`config.mk`:
```
export PLATFORM = sky130hd
export DESIGN_NAME = mem_access
export DESIGN_NICKNAME = d
export VERILOG_FILES = /design/src/rtl/mem_access_pkg.sv /design/src/rtl/mem_access_align.sv /design/src/rtl/mem_access.sv
export SDC_FILE = /design/constraint.sdc
export NUM_CORES = 1
export LEC_CHECK = 0
export ABC_AREA = 1
export CAP_MARGIN = 20
export CORE_AREA = 2 2 152 154
export CTS_BUF_LIST = sky130_fd_sc_hd__clkbuf_8
export CTS_CLUSTER_DIAMETER = 50
export DETAILED_ROUTE_END_ITERATION = 8
export DIE_AREA = 0 0 154 156
export PLACE_DENSITY = 0.82
export SLEW_MARGIN = 20
export SYNTH_ARGS = -nofsm -noshare
export SYNTH_HDL_FRONTEND = slang
export SYNTH_SLANG_ARGS = --single-unit
```
`constraint.sdc`:
```
create_clock -name clk -period 4.15 [get_ports clk]
set_input_delay 0.415 -clock clk [delete_from_list [all_inputs] [get_ports clk]]
set_output_delay 0.415 -clock clk [all_outputs]
set_load 0.02 [all_outputs]
```
`src/rtl/mem_access_pkg.sv`:
```
// Shared definitions for the MEM stage: bus widths, aluop encodings, FSM state codes.
// Optional LL/SC support in mem_access is enabled by defining MEM_ACCESS_LLSC_EN.
package mem_access_pkg;

    localparam int          REG_W      = 32;
    localparam int          REG_ADDR_W = 5;
    localparam logic [31:0] ZERO_WORD  = 32'h0000_0000;

    localparam logic [7:0] OP_NOP = 8'h00;
    localparam logic [7:0] OP_LB  = 8'hE0;
    localparam logic [7:0] OP_LH  = 8'hE1;
    localparam logic [7:0] OP_LW  = 8'hE3;
    localparam logic [7:0] OP_LBU = 8'hE4;
    localparam logic [7:0] OP_LHU = 8'hE5;
    localparam logic [7:0] OP_SB  = 8'hE8;
    localparam logic [7:0] OP_SH  = 8'hE9;
    localparam logic [7:0] OP_SW  = 8'hEB;
    localparam logic [7:0] OP_LL  = 8'hF0;
    localparam logic [7:0] OP_SC  = 8'hF8;

    typedef enum logic [1:0] {
        ST_IDLE = 2'd0,
        ST_REQ  = 2'd1,
        ST_DONE = 2'd2
    } state_e;

    function automatic logic is_load(input logic [7:0] op);
        case (op)
            OP_LB, OP_LBU, OP_LH, OP_LHU, OP_LW, OP_LL: is_load = 1'b1;
            default:                                     is_load = 1'b0;
        endcase
    endfunction

    function automatic logic is_store(input logic [7:0] op);
        case (op)
            OP_SB, OP_SH, OP_SW: is_store = 1'b1;
            default:             is_store = 1'b0;
        endcase
    endfunction

    // SC drives the bus exactly like SW once it is allowed to proceed
    function automatic logic is_write(input logic [7:0] op);
        is_write = is_store(op) || (op == OP_SC);
    endfunction

endpackage

```
`src/rtl/mem_access_align.sv`:
```
// mem_align: big-endian byte-lane select, store replication and load extension.
// Purely combinational; the FSM in mem_access chooses which operands it sees.
module mem_align
    import mem_access_pkg::*;
(
    input  logic [7:0]       aluop_i,
    input  logic [1:0]       addr_lo_i,
    input  logic [REG_W-1:0] rdata_i,
    input  logic [REG_W-1:0] reg2_i,
    output logic [3:0]       sel_o,
    output logic [REG_W-1:0] wdata_o,
    output logic [REG_W-1:0] ldata_o
);

    logic [7:0]  byte_s;
    logic [15:0] half_s;

    assign half_s = addr_lo_i[1] ? rdata_i[15:0] : rdata_i[31:16];

    // Byte lane picked by the low address bits, offset 0 is the MSB lane
    always_comb begin
        case (addr_lo_i)
            2'd0:    byte_s = rdata_i[31:24];
            2'd1:    byte_s = rdata_i[23:16];
            2'd2:    byte_s = rdata_i[15:8];
            2'd3:    byte_s = rdata_i[7:0];
            default: byte_s = 8'h00;
        endcase
    end

    // Lane enables, store data and extended load data per operation
    always_comb begin
        sel_o   = 4'b0000;
        wdata_o = ZERO_WORD;
        ldata_o = ZERO_WORD;
        case (aluop_i)
            OP_LB: begin
                sel_o   = 4'b1000 >> addr_lo_i;
                ldata_o = {{24{byte_s[7]}}, byte_s};
            end
            OP_LBU: begin
                sel_o   = 4'b1000 >> addr_lo_i;
                ldata_o = {24'h00_0000, byte_s};
            end
            OP_SB: begin
                sel_o   = 4'b1000 >> addr_lo_i;
                wdata_o = {4{reg2_i[7:0]}};
            end
            OP_LH: begin
                sel_o   = addr_lo_i[1] ? 4'b0011 : 4'b1100;
                ldata_o = {{16{half_s[15]}}, half_s};
            end
            OP_LHU: begin
                sel_o   = addr_lo_i[1] ? 4'b0011 : 4'b1100;
                ldata_o = {16'h0000, half_s};
            end
            OP_SH: begin
                sel_o   = addr_lo_i[1] ? 4'b0011 : 4'b1100;
                wdata_o = {2{reg2_i[15:0]}};
            end
            OP_LW, OP_LL: begin
                sel_o   = 4'b1111;
                ldata_o = rdata_i;
            end
            OP_SW, OP_SC: begin
                sel_o   = 4'b1111;
                wdata_o = reg2_i;
            end
            default: begin
                sel_o = 4'b0000;
            end
        endcase
    end

endmodule

```
`src/rtl/mem_access.sv`:
```
// MEM stage: data-bus master FSM (IDLE/REQ/DONE) with optional LL bit.
// Define MEM_ACCESS_LLSC_EN to enable LL/SC; otherwise LL acts as LW and SC always fails.
module mem_access
    import mem_access_pkg::*;
(
    input  logic                  clk,
    input  logic                  rst,
    input  logic [REG_ADDR_W-1:0] wd_i,
    input  logic                  wreg_i,
    input  logic [REG_W-1:0]      wdata_i,
    input  logic [REG_W-1:0]      hi_i,
    input  logic [REG_W-1:0]      lo_i,
    input  logic                  whilo_i,
    input  logic [7:0]            aluop_i,
    input  logic [REG_W-1:0]      mem_addr_i,
    input  logic [REG_W-1:0]      reg2_i,
    input  logic [5:0]            stall_i,
    input  logic                  flush_i,
    input  logic                  llbit_clear_i,
    output logic                  bus_req_o,
    output logic                  bus_we_o,
    output logic [REG_W-1:0]      bus_addr_o,
    output logic [3:0]            bus_sel_o,
    output logic [REG_W-1:0]      bus_wdata_o,
    input  logic [REG_W-1:0]      bus_rdata_i,
    input  logic                  bus_ack_i,
    output logic [REG_ADDR_W-1:0] wd_o,
    output logic                  wreg_o,
    output logic [REG_W-1:0]      wdata_o,
    output logic [REG_W-1:0]      hi_o,
    output logic [REG_W-1:0]      lo_o,
    output logic                  whilo_o,
    output logic                  stallreq_o
);

    state_e           state_q;
    logic [7:0]       aluop_q;
    logic [REG_W-1:0] addr_q;
    logic [REG_W-1:0] reg2_q;
    logic [REG_W-1:0] rdata_q;
    logic             flushed_q;
    logic             llbit_s;
    logic             idle_s;
    logic             req_op_s;
    logic             sc_fail_s;
    logic             commit_s;
    logic [7:0]       al_op_s;
    logic [1:0]       al_off_s;
    logic [REG_W-1:0] al_reg2_s;
    logic [3:0]       al_sel_s;
    logic [REG_W-1:0] al_wdata_s;
    logic [REG_W-1:0] al_ldata_s;
    logic             unused_s;

    assign unused_s = ^{stall_i[5:4], stall_i[2:0], llbit_clear_i};

    assign idle_s    = (state_q == ST_IDLE);
    assign req_op_s  = is_load(aluop_i) || is_store(aluop_i) || ((aluop_i == OP_SC) && llbit_s);
    assign sc_fail_s = (aluop_i == OP_SC) && !llbit_s;
    assign commit_s  = (state_q == ST_REQ) && bus_ack_i && !flush_i && !flushed_q;

    assign wd_o = wd_i;
    assign hi_o = hi_i;
    assign lo_o = lo_i;

`ifdef MEM_ACCESS_LLSC_EN
    logic llbit_q;

    // LL bit: external clear has priority over the set on LL completion
    always_ff @(posedge clk or negedge rst) begin
        if (!rst) begin
            llbit_q <= 1'b0;
        end else if (llbit_clear_i) begin
            llbit_q <= 1'b0;
        end else if (commit_s && (aluop_q == OP_LL)) begin
            llbit_q <= 1'b1;
        end else if (commit_s && (aluop_q == OP_SC)) begin
            llbit_q <= 1'b0;
        end
    end

    assign llbit_s = llbit_q;
`else
    assign llbit_s = 1'b0;
`endif

    // Outside IDLE the aligner sees the captured request so bus fields stay frozen
    assign al_op_s   = idle_s ? aluop_i         : aluop_q;
    assign al_off_s  = idle_s ? mem_addr_i[1:0] : addr_q[1:0];
    assign al_reg2_s = idle_s ? reg2_i          : reg2_q;

    mem_align u_align (
        .aluop_i   (al_op_s),
        .addr_lo_i (al_off_s),
        .rdata_i   (rdata_q),
        .reg2_i    (al_reg2_s),
        .sel_o     (al_sel_s),
        .wdata_o   (al_wdata_s),
        .ldata_o   (al_ldata_s)
    );

    // Bus FSM; a flush seen during REQ finishes the handshake and skips DONE
    always_ff @(posedge clk or negedge rst) begin
        if (!rst) begin
            state_q   <= ST_IDLE;
            aluop_q   <= OP_NOP;
            addr_q    <= ZERO_WORD;
            reg2_q    <= ZERO_WORD;
            rdata_q   <= ZERO_WORD;
            flushed_q <= 1'b0;
        end else begin
            case (state_q)
                ST_IDLE: begin
                    if (req_op_s && !flush_i) begin
                        state_q   <= ST_REQ;
                        aluop_q   <= aluop_i;
                        addr_q    <= mem_addr_i;
                        reg2_q    <= reg2_i;
                        flushed_q <= 1'b0;
                    end
                end
                ST_REQ: begin
                    if (flush_i) begin
                        flushed_q <= 1'b1;
                    end
                    if (bus_ack_i) begin
                        if (commit_s) begin
                            rdata_q <= bus_rdata_i;
                            state_q <= ST_DONE;
                        end else begin
                            state_q <= ST_IDLE;
                        end
                    end
                end
                ST_DONE: begin
                    if (!stall_i[3]) begin
                        state_q <= ST_IDLE;
                    end
                end
                default: begin
                    state_q <= ST_IDLE;
                end
            endcase
        end
    end

    // Bus drive and MEM/WB results; the IDLE request is gated by rst so reset drops it at once
    always_comb begin
        bus_req_o   = 1'b0;
        bus_we_o    = 1'b0;
        bus_addr_o  = ZERO_WORD;
        bus_sel_o   = 4'b0000;
        bus_wdata_o = ZERO_WORD;
        stallreq_o  = 1'b0;
        wreg_o      = wreg_i;
        wdata_o     = wdata_i;
        whilo_o     = whilo_i;
        case (state_q)
            ST_IDLE: begin
                if (flush_i) begin
                    wreg_o  = 1'b0;
                    whilo_o = 1'b0;
                end else if (req_op_s && rst) begin
                    bus_req_o   = 1'b1;
                    bus_we_o    = is_write(aluop_i);
                    bus_addr_o  = {mem_addr_i[31:2], 2'b00};
                    bus_sel_o   = al_sel_s;
                    bus_wdata_o = al_wdata_s;
                    stallreq_o  = 1'b1;
                    wreg_o      = 1'b0;
                end else if (sc_fail_s) begin
                    wreg_o  = 1'b1;
                    wdata_o = ZERO_WORD;
                end else begin
                    wreg_o  = wreg_i;
                    wdata_o = wdata_i;
                end
            end
            ST_REQ: begin
                bus_req_o   = 1'b1;
                bus_we_o    = is_write(aluop_q);
                bus_addr_o  = {addr_q[31:2], 2'b00};
                bus_sel_o   = al_sel_s;
                bus_wdata_o = al_wdata_s;
                stallreq_o  = 1'b1;
                wreg_o      = 1'b0;
            end
            ST_DONE: begin
                if (aluop_q == OP_SC) begin
                    wreg_o  = wreg_i;
                    wdata_o = 32'h0000_0001;
                end else if (is_store(aluop_q)) begin
                    wreg_o  = 1'b0;
                    wdata_o = wdata_i;
                end else begin
                    wreg_o  = wreg_i;
                    wdata_o = al_ldata_s;
                end
            end
            default: begin
                stallreq_o = 1'b0;
            end
        endcase
    end

endmodule
```
==> results_dict.tcl <==
set metrics [dict create \
    ys_types 36 \
    drt_iter0_markers 711 \
    crit_chain "nor2_4, buf_4, buf_4, o21ai_2, nand2_1, nor3_2, nor2_4, nand2_2, nand2_2, buf_4, nor2_1, clkdlybuf4s50_1" \
    grt_usage 0.211 \
    critPathKind "register to output pin" \
    power_leakage_nw 4.87 \
    fin_worst_skew_ps 12.6 \
    start_util 0.348 \
    grt_max_degree 111 \
    cp-endpoint "bus_wdata_o[6]" \
    path_buf_inv 4 \
    setup_violations 0 \
    critPathTopFamily "buffers and inverters" \
    path_clk_slew_ps 110 \
    layout.cells.non_filler 1615 \
    crit_required_ps 3730 \
    reg2reg_slack_ps 1400 \
    synth_ff_type "dfrtp_1" \
    clock_latency_ps 390 \
    grt_first_pass_wirelength_mm 39.9 \
    ant_nets 0 \
    cp-startpoint "state_q[1]" \
    async_flop_share 1.00 \
    powerDensity_nw_per_um2 238 \
    grt_setup_unrepaired "false" \
    core-area_um2 22400 \
    hold_buffers 0 \
    cp-start-kind "register" \
    fin_tns_setup_ps 0 \
    cts_tree "built" \
    crit_fanout 27 \
    drc 0 \
    drive_gt1_frac 0.0835 \
    viasPerCell 5.02 \
    routed-via-count 8111 \
    numCtsBuffers 9 \
    fmax_mhz 253 \
    first_pass_iters 6 \
    synth_seq_area_share 0.344 \
    status "finished clean" \
    synth_enable_flop_cells 0 \
    fill_cells 2215 \
    grt-ovfl-total 0 \
    yosysMostFrequentCell "nand2_1" \
    drt_wl_total_mm 26.4 \
    h-tree-depth 3 \
    syn_area_um2 7790 \
    ir_drop_uv 159 \
    dieHeight_um 156 \
    critPathMaxStageDelay_ps 620 \
    ys_warn_count 0 \
    antennaDiodeCount 0 \
    ioPinCount 392 \
    synth_common_cells "338 x nand2_1, 187 x o21ai_0, 131 x nor2_1, 109 x inv_1, 107 x dfrtp_1" \
    multi_input_area_um2 3860 \
    seq_area_um2 2680 \
    antenna_found_initial 0 \
    dp_cells 1595 \
    dieWidth_um 154 \
    slowest_stage "clkdlybuf4s50_1" \
    slew_headroom 0.355 \
    fin_nets 1543 \
    hp-class "primary input to async pin" \
    crit_path_end_kind "output pin" \
    cts_sinks 107 \
    place_congestion 0.935 \
    syn_avg_cell_area_um2 6.62 \
    finalHoldViolCount 0 \
    drv_slew 0 \
    synth-seq-cells 107 \
    reg2reg_to "rdata_q[29]" \
    r2r-start "state_q[0]" \
    dieArea_um2 24000 \
    clock_tree.buffer_depth 2 \
    cp.depth 12 \
    period_share 0.954 \
    area_growth_pct 30.2 \
    holdWs_ps 207 \
    fin_crit_ps 3960 \
    worst-r2r-cell-count 7 \
    first_global_vias 7610 \
    portBuffers 245 \
    ys_top_cells_by_area "dfrtp_1 34%, nand2_1 16%, o21ai_0 12%" \
    synth_top_area_frac 0.344 \
    routedWlPerCell_um 16.3 \
    arrival_ps 3540 \
    cpMostUsedCell "buf_4" \
    place_hpwl_mm 20.1 \
    yosysTopAreaCell "dfrtp_1" \
    maxCapViolations 0 \
    num_rows 55 \
    synthCells 1177 \
    cts_root_buf "clkbuf_8" \
    worst_slew_pin_slew_ps 966 \
]
==> layout by cell type, fill, tap and decap left out, drive strengths merged <==
cell type      Yosys  final
nand3             30     30
o22ai              1      1
nor2             147    147
o21ai            209    209
clkdlybuf4s50      0    243
clkbuf            41     12
conb               1      2
or2                3      3
a21o               1      1
nor3               8      8
a21oi             31     31
a21boi             4      4
mux2              18     18
clkinv             0      4
nand3b             1      1
nand4              2      2
a22oi              6      6
inv              118    118
o211ai             4      4
nand2            354    354
dfrtp            107    107
o31ai              1      1
buf               90     24
==> flip-flops by register name (all words and copies together) (netlist names) <==
signal and count:
flushed_q 1, state_q 2, rdata_q 32, reg2_q 32, aluop_q 8, addr_q 32
==> per-layer routing <==
metal | GRT usage | up-vias | wire length, um
li1 | - | 3926 | -
met1 | 0.263 | 3705 | 10300
met2 | 0.346 | 380 | 12500
met3 | 0.0425 | 100 | 2310
met4 | 0.109 | 0 | 1240
met5 | 0 | - | 0
==> layout make-up <==
cell class              count  area share
multi-input cells         822       0.381
flip-flops and latches    107       0.264
repair buffers            267       0.258
inverters                 118      0.0437
well taps                 285      0.0352
clock buffers              12      0.0163
clock inverters             4     0.00234
==> worst min-delay path by stage <==
stage,startpoint,endpoint,cells past startpoint
2_1_floorplan,rst,addr_q[0],0
3_3_place_gp,reg2_q[6],reg2_q[6],2
3_5_place_dp,reg2_q[18],reg2_q[18],2
4_1_cts,rst,rdata_q[30],2
5_1_grt,rst,rdata_q[23],2
6_report,rst,rdata_q[30],2
==> power breakdown <==
part           switching (W)  total, W  internal (W)
logic               0.000272  0.000523      0.000251
clock network       0.000384  0.000651      0.000267
registers          0.0000670   0.00124       0.00117
==> cell families (layout without fill, tap and decap cells) <==
kind of cell    count (synthesis)  after routing  share of synthesized area
compound gates                257            257                      0.173
buf+inv                       249            401                      0.164
flops                         107            107                      0.344
mux                            18             18                     0.0260
other cells                     1              2                   0.000482
simple gates                  545            545                      0.293
==> worst reg2reg max path, stage by stage, from the launching register on <==
cell     delay [ps]
dfrtp_1         480
inv_2           100
nor2_2          100
buf_4           330
inv_2           150
nor2_1          140
nand3_2         740
mux2_2          590
==> through the flow <==
step / util / instance area [um^2] / total power [W] / worst slack, ps
after CTS: 0.452 / 10100 / 0.00243 / 104
after global placement: 0.443 / 9910 / 0.00176 / 577
after global routing: 0.453 / 10100 / 0.00254 / 25.1
final: 0.453 / 10100 / 0.00241 / 191
after detailed placement: 0.443 / 9910 / 0.00178 / 548
after floorplan: - / 7790 / 0.00159 / 1740
==> timing repair <==
action / CTS / global route
buffers inserted: 0 / 4
resized for setup: 0 / 1
endpoints found under the setup margin: 0 / 18
Power figures use the tool's default switching activity.
